===== src/rtl/reg_scoreboard.sv =====
// Per-register pending-write counters between decode and writeback.
// Flags source hazards and counter overflow so decode holds until earlier writes retire.
module reg_scoreboard #(
  parameter int CNT_W = 2
) (
  input  logic       clk,
  input  logic       rst_n,
  input  logic       dec_valid,
  input  logic       pipe_stall,
  input  logic       flush,
  input  logic       in1_needed,
  input  logic       in2_needed,
  input  logic       in3_needed,
  input  logic       in4_needed,
  input  logic [2:0] in1,
  input  logic [2:0] in2,
  input  logic [2:0] in3,
  input  logic [2:0] in4,
  input  logic       ld_reg1,
  input  logic       ld_reg2,
  input  logic       ld_reg3,
  input  logic [2:0] dreg1,
  input  logic [2:0] dreg2,
  input  logic [2:0] dreg3,
  input  logic       wb_ld_reg1,
  input  logic       wb_ld_reg2,
  input  logic       wb_ld_reg3,
  input  logic [2:0] wb_dreg1,
  input  logic [2:0] wb_dreg2,
  input  logic [2:0] wb_dreg3,
  output logic       dep_stall,
  output logic       alloc_fire,
  output logic [7:0] busy_vec,
  output logic       wb_err
);

  localparam int SW = CNT_W + 3;
  localparam logic [SW-1:0] MAXV = SW'((2 ** CNT_W) - 1);

  logic [CNT_W-1:0] cnt_q [8];
  logic [CNT_W-1:0] cnt_d [8];
  logic [7:0]       busy_q, busy_d;
  logic             wb_err_q, wb_err_d;

  logic [2:0] src   [4];
  logic [3:0] src_en;
  logic [2:0] dst   [3];
  logic [2:0] dst_en;
  logic [2:0] wbd   [3];
  logic [2:0] wbd_en;

  logic [1:0] inc [8];
  logic [1:0] dec [8];
  logic       haz, full;

  assign src    = '{in1, in2, in3, in4};
  assign src_en = {in4_needed, in3_needed, in2_needed, in1_needed};
  assign dst    = '{dreg1, dreg2, dreg3};
  assign dst_en = {ld_reg3, ld_reg2, ld_reg1};
  assign wbd    = '{wb_dreg1, wb_dreg2, wb_dreg3};
  assign wbd_en = {wb_ld_reg3, wb_ld_reg2, wb_ld_reg1};

  always_comb begin
    haz  = 1'b0;
    full = 1'b0;
    for (int r = 0; r < 8; r++) begin
      inc[r] = 2'd0;
      dec[r] = 2'd0;
      for (int j = 0; j < 3; j++) begin
        if (dst_en[j] && dst[j] == 3'(r)) inc[r] = inc[r] + 2'd1;
        if (wbd_en[j] && wbd[j] == 3'(r)) dec[r] = dec[r] + 2'd1;
      end
      // cnt + inc - dec > MAX, rearranged so nothing goes negative
      if (SW'(cnt_q[r]) + SW'(inc[r]) > MAXV + SW'(dec[r])) full = 1'b1;
    end
    for (int k = 0; k < 4; k++) begin
      if (src_en[k] && cnt_q[src[k]] != '0) haz = 1'b1;
    end
  end

  assign dep_stall  = dec_valid & (haz | full);
  assign alloc_fire = dec_valid & ~dep_stall & ~pipe_stall & ~flush;

  always_comb begin
    logic [SW-1:0] avail;
    wb_err_d = wb_err_q;
    busy_d   = '0;
    avail    = '0;
    for (int r = 0; r < 8; r++) begin
      cnt_d[r] = '0;
      if (!flush) begin
        avail = SW'(cnt_q[r]) + (alloc_fire ? SW'(inc[r]) : '0);
        if (SW'(dec[r]) > avail) begin
          wb_err_d = 1'b1;
        end else begin
          cnt_d[r] = CNT_W'(avail - SW'(dec[r]));
        end
      end
      busy_d[r] = (cnt_d[r] != '0);
    end
  end

  always_ff @(posedge clk) begin
    if (!rst_n) begin
      for (int r = 0; r < 8; r++) cnt_q[r] <= '0;
      busy_q   <= '0;
      wb_err_q <= 1'b0;
    end else begin
      for (int r = 0; r < 8; r++) cnt_q[r] <= cnt_d[r];
      busy_q   <= busy_d;
      wb_err_q <= wb_err_d;
    end
  end

  assign busy_vec = busy_q;
  assign wb_err   = wb_err_q;

endmodule


===== config.mk =====
export PLATFORM = sky130hd
export DESIGN_NAME = reg_scoreboard
export DESIGN_NICKNAME = d
export VERILOG_FILES = /design/src/rtl/reg_scoreboard.sv
export SDC_FILE = /design/constraint.sdc
export NUM_CORES = 1
export LEC_CHECK = 0
export CAP_MARGIN = 30
export CORE_MARGIN = 4
export CORE_UTILIZATION = 33
export DETAILED_ROUTE_END_ITERATION = 10
export PLACE_DENSITY = 0.57
export SETUP_SLACK_MARGIN = 0.1
export SKIP_CTS_REPAIR_TIMING = 1
export SLEW_MARGIN = 10
export SYNTH_ARGS = -nofsm -noshare
export SYNTH_HDL_FRONTEND = slang
export SYNTH_SLANG_ARGS = --single-unit

===== constraint.sdc =====
create_clock -name clk -period 5.7 [get_ports clk]
set_input_delay 0.57 -clock clk [delete_from_list [all_inputs] [get_ports clk]]
set_output_delay 0.57 -clock clk [all_outputs]
set_load 0.01 [all_outputs]

==> flow_summary.ini <==
[timing]
max_slew.worst_pin.slew_ns = 0.694
hold_violations = 0
timing.slew.headroom = 0.536
setup_viol = 0
rsz0062_at_grt = no
holdWs_ns = 0.527
fmax_mhz = 184
setup_slack_ns = 0.266
skew_ns = 0.00398
period_share = 0.953
slew_violations = 0
tns_ns = 0
post-route-min-period_ns = 5.43

[drt]
first_pass_iters = 4
drtAntennaViolNets = 0
vias = 4200
avgViaCountPerCell = 4.92
drt-initial-drc-count = 231
wirelength_um = 12700
drc_errors = 0
wire_per_inst_um = 14.9

[yosys]
synth_cell_types = 44
synth_largest_area_cell = ha_1
synth-edff-count = 0
ys_warn_count = 0
synthCells = 540
synthesis.area_sq_um = 4280
async_flop_share = 0
synth.top_cell.area_share = 0.304
synth.yosys.seq_area_share = 0.117
synth_nets = 705
synth_top_flop_cell = dfxtp_1
syn_area_per_cell_sq_um = 7.93
post_synth_main_area_contributors = ha_1, dfxtp_1, inv_1
synth-seq-cells = 25

[worst_setup_path]
reg2reg_to = busy_vec[5]$_SDFF_PN0_
r2r_cells = 20
critical_path_class = input pin to flop
crit_top_cell = buf_6
cpLargestDelayFamily = adder cells
worst-path-buf-inv = 6
cp_slowest_stage_delay_ns = 0.50
end_kind = flop
critical_path_arrival_ns = 5.59
required_ns = 5.86
r2r_setup_slack_ns = 1.18
r2r_start = cnt_q[7][0]$_SDFF_PN0_
cp-start-kind = input pin
slowest_stage = clkdlybuf4s50_1
path_max_fanout = 7

[global_routing]
grt_pass1_wl_um = 19600
grt-ovfl-total = 0
grt_max_degree = 17
track_usage = 0.166
grt_pass1_vias = 4135
antenna_found_initial = 0

[min_path]
whs_path_depth = 1
min_to = wb_err$_SDFF_PN0_
worstHoldStart = wb_err$_SDFF_PN0_
hp-class = flop to flop

[placement]
gp_congestion = 0.901
post_dp_cell_area_sq_um = 5550
dp_hpwl_um = 10400
dp_slack_ns = -0.445
port_buffers = 55

[cells_and_area]
final_layout_size_suffix_gt1_frac = 0.288
n_antenna_cell = 0
fin_nets = 847
area_growth_pct = 47.9
design_area_sq_um = 6330

[die]
num_io_pins = 56
die_x_um = 122
initial_core_util = 0.338
die_area_sq_um = 14900
rows = 41
core_sq_um = 12700
die_y_um = 122

[power]
p_leak_nw = 3.09
powerDensity_nw_per_um2 = 110
irDropWorstVdd_mv = 0.0842

[clock_tree]
clkLatencyLatePin_ns = 0.27
h-tree-depth = 1
clockRootBuffer = clkbuf_16
tritoncts = done
numCtsBuffers = 3
clock_path_buffers = 2
clk_pin_slew_worst_paths_ns = 0.07
clock-sinks = 25

[job]
maxCapViolations = 0

[outcome]
status = finished, final reports clean
## per-stage QoR
stage	instances	total power, mW	util
4_1_cts	838	0.654	0.445
6_report	853	0.698	0.500
2_1_floorplan	540	0.343	-
3_5_place_dp	834	0.480	0.438
3_3_place_gp	834	0.470	0.438
5_1_grt	853	0.747	0.500
## area by class of cell
| cell class | instances | area [sq um] |
|---|---|---|
| sequential | 25 | 500 |
| fill | 1220 | 6340 |
| multi-input combinational | 413 | 3930 |
| timing repair buffer | 139 | 1230 |
| tap | 172 | 215 |
| clock buffer | 3 | 75.1 |
| clock inverter | 1 | 8.76 |
| inverter | 100 | 375 |
## Yosys cell counts, types with 8 or more instances
| library cell | instances |
|---|---|
| a211oi_1 | 9 |
| nor2_1 | 28 |
| o21ai_0 | 23 |
| nor3_1 | 29 |
| nand2b_1 | 17 |
| or2_2 | 8 |
| nand2_1 | 38 |
| ha_1 | 104 |
| nand3_1 | 15 |
| nor2b_2 | 8 |
| nor2b_1 | 9 |
| inv_1 | 100 |
| a21oi_1 | 18 |
| xor2_1 | 8 |
| dfxtp_1 | 25 |
| and3_1 | 9 |
| fa_1 | 16 |
| xnor2_1 | 16 |
## where the power goes
group	internal, mW	total (mW)	switching, mW
Combinational	0.177	0.338	0.162
Clock	0.0972	0.168	0.0712
Sequential	0.181	0.191	0.00966
## sequential cells by signal, indices dropped and copies added (netlist names)
signal,cells
cnt_q,16
busy_vec,8
wb_err,1
## per-layer routing
layer  share of wire  global-route usage  vias up
li1                -                   -     2103
met1            0.45               0.216     1991
met2            0.50               0.298       94
met3           0.034             0.00975       12
met4           0.016              0.0441        0
met5               0                   0        -
## cells by family after synthesis
logic type | after synthesis | share of synthesized area
buffers and inverters | 102 | 0.0911
and+or+nand+nor | 201 | 0.266
DFF | 25 | 0.117
xor gates and xnor gates | 24 | 0.0491
muxes | 2 | 0.00467
AOI/OAI and AO/OA | 66 | 0.0935
adders and majority gates | 120 | 0.379
## how the worst max path moves through the flow
| stage | start | to | slack [ns] | cells past startpoint |
|---|---|---|---|---|
| 2_1_floorplan | dreg1[2] | busy_vec[7]$_SDFF_PN0_ | 0.77 | 22 |
| 3_3_place_gp | dreg1[1] | busy_vec[5]$_SDFF_PN0_ | -0.36 | 25 |
| 3_5_place_dp | dreg1[0] | busy_vec[5]$_SDFF_PN0_ | -0.45 | 25 |
| 4_1_cts | dreg1[0] | busy_vec[5]$_SDFF_PN0_ | -0.20 | 25 |
| 5_1_grt | wb_dreg1[1] | busy_vec[5]$_SDFF_PN0_ | 0.03 | 26 |
| 6_report | ld_reg3 | busy_vec[5]$_SDFF_PN0_ | 0.27 | 25 |
## cells in the final DEF (no fill, tap or decap), types with 4 or more instances in the layout
cell	count
ha_2	4
buf_4	78
nor4_1	4
nor3_2	6
xor2_2	5
dfxtp_1	25
ha_1	87
nor2_2	8
nand2_2	4
nor2b_2	11
nor2_1	18
and2b_2	6
a211oi_1	7
nand4_1	4
nor4b_1	4
xnor2_2	6
xnor2_1	8
dlymetal6s2s_1	12
inv_1	97
nor3_1	23
buf_6	5
o21ai_0	17
nand3_1	12
fa_1	16
a21oi_1	8
clkdlybuf4s50_1	43
ha_4	13
nor3b_2	4
nand2b_1	15
nand2_1	34
nand4b_1	6
o21ai_1	6
or2_2	8
a21oi_2	10
and3_1	9
Power figures use the tool's default switching activity.
